<file path="src/rtl/hazard_stall_controller.sv">
// Pipeline hazard stall controller: load-use bubbles, branch flush,
// multi-cycle mul/div wait state and a saturating stall-cycle counter.
module hazard_stall_controller (
   input  logic        Clk,
   input  logic        Rst_n,
   input  logic        LoadUseHazard,
   input  logic        BranchTaken,
   input  logic        MulDivStart,
   input  logic [3:0]  MulDivCycles,
   output logic        PCWrite,
   output logic        IF_IDWrite,
   output logic        IF_IDFlush,
   output logic        ID_EXBubble,
   output logic        Busy,
   output logic [15:0] StallCount
);

   localparam logic [0:0] RUN     = 1'b0;
   localparam logic [0:0] MD_WAIT = 1'b1;

   logic [0:0]  state;
   logic [0:0]  state_nxt;
   logic [3:0]  wait_cnt;
   logic [3:0]  wait_cnt_nxt;
   logic        md_go;
   logic        in_wait;
   logic        sel_rst;
   logic        sel_wait;
   logic        sel_lu;
   logic        sel_br;
   logic        cnt_sat;

   // Only ops of two or more cycles need the pipeline held
   assign md_go   = MulDivStart && (MulDivCycles >= 4'd2);
   assign in_wait = (state == MD_WAIT);
   assign cnt_sat = (StallCount == 16'hFFFF);

   // Mutually exclusive selects, ordered reset > wait > load-use > branch
   assign sel_rst  = !Rst_n;
   assign sel_wait = Rst_n && in_wait;
   assign sel_lu   = Rst_n && !in_wait && LoadUseHazard;
   assign sel_br   = Rst_n && !in_wait && !LoadUseHazard && BranchTaken;

   // Pipeline control outputs (Mealy in RUN, Moore in MD_WAIT)
   always_comb begin
      PCWrite     = 1'b1;
      IF_IDWrite  = 1'b1;
      IF_IDFlush  = 1'b0;
      ID_EXBubble = 1'b0;
      unique case (1'b1)
         sel_rst: begin
            PCWrite     = 1'b0;
            IF_IDWrite  = 1'b0;
            IF_IDFlush  = 1'b1;
            ID_EXBubble = 1'b1;
         end
         sel_wait: begin
            PCWrite     = 1'b0;
            IF_IDWrite  = 1'b0;
            ID_EXBubble = 1'b1;
         end
         sel_lu: begin
            PCWrite     = 1'b0;
            IF_IDWrite  = 1'b0;
            ID_EXBubble = 1'b1;
         end
         sel_br: begin
            IF_IDFlush  = 1'b1;
         end
         default: begin
         end
      endcase
   end

   // Next state and wait counter; start requests ignored while waiting
   always_comb begin
      state_nxt    = state;
      wait_cnt_nxt = wait_cnt;
      unique case (state)
         RUN: begin
            if (md_go) begin
               state_nxt    = MD_WAIT;
               wait_cnt_nxt = MulDivCycles - 4'd1;
            end
         end
         MD_WAIT: begin
            if (wait_cnt <= 4'd1) begin
               state_nxt    = RUN;
               wait_cnt_nxt = 4'd0;
            end else begin
               wait_cnt_nxt = wait_cnt - 4'd1;
            end
         end
         default: begin
            state_nxt    = RUN;
            wait_cnt_nxt = 4'd0;
         end
      endcase
   end

   // State and wait counter registers with synchronous reset
   always_ff @(posedge Clk) begin
      if (!Rst_n) begin
         state    <= RUN;
         wait_cnt <= 4'd0;
      end else begin
         state    <= state_nxt;
         wait_cnt <= wait_cnt_nxt;
      end
   end

   // Count cycles where the PC is held, saturating at all-ones
   always_ff @(posedge Clk) begin
      if (!Rst_n) begin
         StallCount <= 16'd0;
      end else if (!PCWrite && !cnt_sat) begin
         StallCount <= StallCount + 16'd1;
      end
   end

   assign Busy = in_wait;

endmodule

</file>
<file path="config.mk">
export PLATFORM = sky130hd
export DESIGN_NAME = hazard_stall_controller
export DESIGN_NICKNAME = d
export VERILOG_FILES = /design/src/rtl/hazard_stall_controller.sv
export SDC_FILE = /design/constraint.sdc
export NUM_CORES = 1
export LEC_CHECK = 0
export BUFFER_PORTS_ARGS = -buffer_cell sky130_fd_sc_hd__buf_2
export CAP_MARGIN = 20
export CORE_MARGIN = 4
export CORE_UTILIZATION = 29
export DETAILED_ROUTE_END_ITERATION = 12
export GPL_TIMING_DRIVEN = 1
export PLACE_DENSITY = 0.57
export SETUP_SLACK_MARGIN = 0.15
export SLEW_MARGIN = 15
export SYNTH_ARGS = -nofsm -noshare
export SYNTH_HDL_FRONTEND = slang
export SYNTH_SLANG_ARGS = --single-unit
</file>
<file path="constraint.sdc">
create_clock -name Clk -period 3.64 [get_ports Clk]
set_input_delay 0.546 -clock Clk [delete_from_list [all_inputs] [get_ports Clk]]
set_output_delay 0.546 -clock Clk [all_outputs]
set_load 0.03 [all_outputs]
</file>
==> results.py <==
metrics = {
    "global_routing": {
        "track_usage_pct": 11.71,
        "grt_pass1_wl_um": 5057,
        "grt_pass1_vias": 1070,
        "antenna_found_initial": 0,
        "grt_overflow": 0,
        "grt_max_degree": 19,
    },
    "clock_tree": {
        "post_cts_resized": 0,
        "cts_tree": "yes",
        "clk_latency_ps": 260,
        "htree_levels": 1,
        "cts_max_path_buffers": 2,
        "cts_buffers": 3,
        "hold_buffers": 0,
        "clockRootBuffer": "clkbuf_8",
        "cts_setup_buffers": 0,
        "cts_sinks": 21,
        "clk_pin_slew_ps": 80,
    },
    "sta": {
        "hold_viol_final": 0,
        "fmax_mhz": 430.8,
        "final.min_clock_period_ps": 2321,
        "fin_tns_setup_ps": 0,
        "setup_viol": 0,
        "worst_pin_slew_ps": 515.5,
        "skew_ps": 3.773,
        "fin_crit_sh_pct": 63.77,
        "drv_slew": 0,
        "grt_setup_unrepaired": "false",
        "relSlewSlack_pct": 65.35,
    },
    "critical_path": {
        "reg2reg_depth": 5,
        "worst-path-buf-inv": 3,
        "critical_path.top_delay_family": "buffers and inverters",
        "cp_cell_sequence": "buf_2 > or3b_4 > inv_4 > nand2_1 > nand2_1 > buf_2",
        "regToRegEndpoint": "StallCount[5]$_SDFFE_PN0P_",
        "r2r_setup_slack_ps": 1800,
        "crit_path_end": "IF_IDFlush",
        "worst-path-stages": 6,
        "end_kind": "primary output",
        "cpPeakStageDelay_ps": 450,
        "timing.critical_path.arrival_ps": 1780,
        "crit_start": "Rst_n",
        "cp.required_ps": 3090,
        "crit_slowest_cell": "or3b_4",
        "worstSetupPathType": "primary input to primary output",
        "r2r-start": "StallCount[0]$_SDFFE_PN0P_",
        "crit_path_max_fanout": 18,
        "crit_path_start_kind": "primary input",
    },
    "synth": {
        "netlist.area_leader.share_pct": 34.04,
        "ys_ff_latch": 21,
        "syn_avg_cell_area_um2": 8.517,
        "synth_warnings": 0,
        "async_reset_ff_share_pct": 0,
        "syn-cell-area_um2": 1235,
        "synth_area_leaders": "dfxtp_1 34%, ha_1 5.1%, o21a_1 4.3%",
        "synthFlopType": "dfxtp_1",
        "synth_area_leader_cell": "dfxtp_1",
        "ys_types": 42,
        "synth_seq_area_share_pct": 34.04,
        "synth-edff-count": 0,
        "synth_nets": 159,
        "netlist_instances": 145,
    },
    "min_path": {
        "hold_class": "flip-flop to flip-flop",
    },
    "pwr": {
        "comb_power_share_pct": 16.1,
        "seq_power_share_pct": 51.8,
        "leakage_nw": 0.6217,
        "p_sw_w": 0.0001406,
        "p_int_w": 0.0003445,
        "swShare_pct": 28.99,
        "ir_worst_vdd_mv": 0.1136,
        "p_per_area_nw_per_um2": 331.4,
        "clockPowerShare_pct": 32.1,
    },
    "floorplanning": {
        "ios": 30,
        "die_h_um": 73.26,
        "die_x_um": 73.26,
        "placement_rows": 23,
        "core_um2": 4058,
        "die_area_um2": 5366,
        "initial_core_util_pct": 30.43,
    },
    "detailed_routing": {
        "totalWireLength_um": 2922,
        "drtIter0Drc": 103,
        "dr.pass1.iters": 4,
        "route.vias.total": 1207,
        "avgViaCountPerCell": 5.413,
        "detail-route-antenna-nets": 0,
        "wl_per_cell_um": 13.10,
        "drc": 0,
    },
    "finish": {
        "nets": 188,
        "stdcell_count": 223,
        "multi_input_area_um2": 757.0,
        "drive_gt1_share_pct": 23.12,
        "layout_common_cells": "29 x buf_2, 21 x dfxtp_1, 13 x nand2_1",
        "seqCellArea_um2": 420.4,
        "nFillCells": 428,
        "syn2layout_area_growth_pct": 18.54,
        "n_antenna_cell": 0,
        "final_common_cell": "buf_2",
    },
    "place": {
        "hpwl_um": 2164,
        "portBuffers": 29,
        "placed_cells": 219,
        "place.gp.congestion": 0.7752,
    },
    "run": {
        "cap_violations": 0,
    },
    "run_status": {
        "status": "complete, no violations",
    },
}
==> sequential cells by signal, indices dropped and copies added, names as in the netlist <==
name and count:
wait_cnt 4, StallCount 16, Busy 1
==> power by group through the flow <==
stage,registers (W),clock network (W),logic (W)
after detailed placement,0.000256,0,0.0000784
after global placement,0.000257,0,0.0000782
after global routing,0.000253,0.000171,0.0000876
after floorplan,0.000260,0,0.0000524
final,0.000251,0.000156,0.0000781
after CTS,0.000251,0.000164,0.0000787
==> through the flow <==
stage	power (W)	worst slack, ps	hold WS (ps)	area, µm²	utilization (%)
floorplan	0.0003125	1336	493.0	1235	-
global route	0.0005118	1237	570.9	1464	36.08
detailed placement	0.0003347	1306	516.5	1418	34.94
finish	0.0004851	1319	524.6	1464	36.08
global placement	0.0003347	1333	512.4	1418	34.94
CTS	0.0004936	1308	530.3	1464	36.08
==> cell families (layout without fill, tap and decap cells) <==
kind of cell | count (synthesis) | after routing | synth area share (%)
mux | 3 | 3 | 2.432
flops | 21 | 21 | 34.04
compound gates | 38 | 38 | 21.38
fa+ha+maj | 5 | 5 | 5.066
xor+xnor | 2 | 2 | 1.419
buf+inv | 13 | 41 | 4.662
simple gates | 63 | 63 | 31.00
==> metal layers <==
metal,GRT usage (%),vias to the layer above,wire (µm)
met5,0,-,0
met4,4.918,0,58
met3,1.778,5,177
met2,17.18,34,1255
met1,16.89,560,1431
li1,-,608,-
==> final cells by class <==
| type | count | area share (%) |
|---|---|---|
| timing repair buffer | 29 | 9.915 |
| sequential | 21 | 28.72 |
| tap | 50 | 4.274 |
| clock buffer | 3 | 2.821 |
| inverter | 8 | 2.222 |
| multi-input combinational | 111 | 51.71 |
| clock inverter | 1 | 0.3419 |
==> synthesized netlist by cell type, types with 2 or more instances <==
library cell	number
dfxtp_1	21
nand2_1	13
a21oi_1	8
nor3_1	8
inv_1	7
nand3_1	7
nand4_1	7
o21a_1	7
nor2_1	6
ha_1	5
o21ai_0	5
o31ai_1	5
a31oi_1	3
and3_1	3
mux2i_1	3
nand2b_1	3
or4_1	3
buf_2	2
clkbuf_1	2
nor4_2	2
o211ai_1	2
o311a_1	2
or3_1	2
==> worst min path at each step <==
stage,cells past startpoint,to,slack [ps],start
floorplan,2,wait_cnt[3]$_SDFFE_PN0P_,490,wait_cnt[3]$_SDFFE_PN0P_
global placement,2,StallCount[5]$_SDFFE_PN0P_,510,StallCount[5]$_SDFFE_PN0P_
detailed placement,2,StallCount[3]$_SDFFE_PN0P_,520,StallCount[3]$_SDFFE_PN0P_
CTS,2,StallCount[3]$_SDFFE_PN0P_,530,StallCount[3]$_SDFFE_PN0P_
global route,2,StallCount[5]$_SDFFE_PN0P_,570,StallCount[5]$_SDFFE_PN0P_
finish,2,StallCount[3]$_SDFFE_PN0P_,520,StallCount[3]$_SDFFE_PN0P_
==> worst min-delay path: stages (launching register included) <==
cell     delay, ps
dfxtp_1        350
o31ai_1         80
a21oi_1         50
No activity file was read; power rests on OpenSTA's default activity.
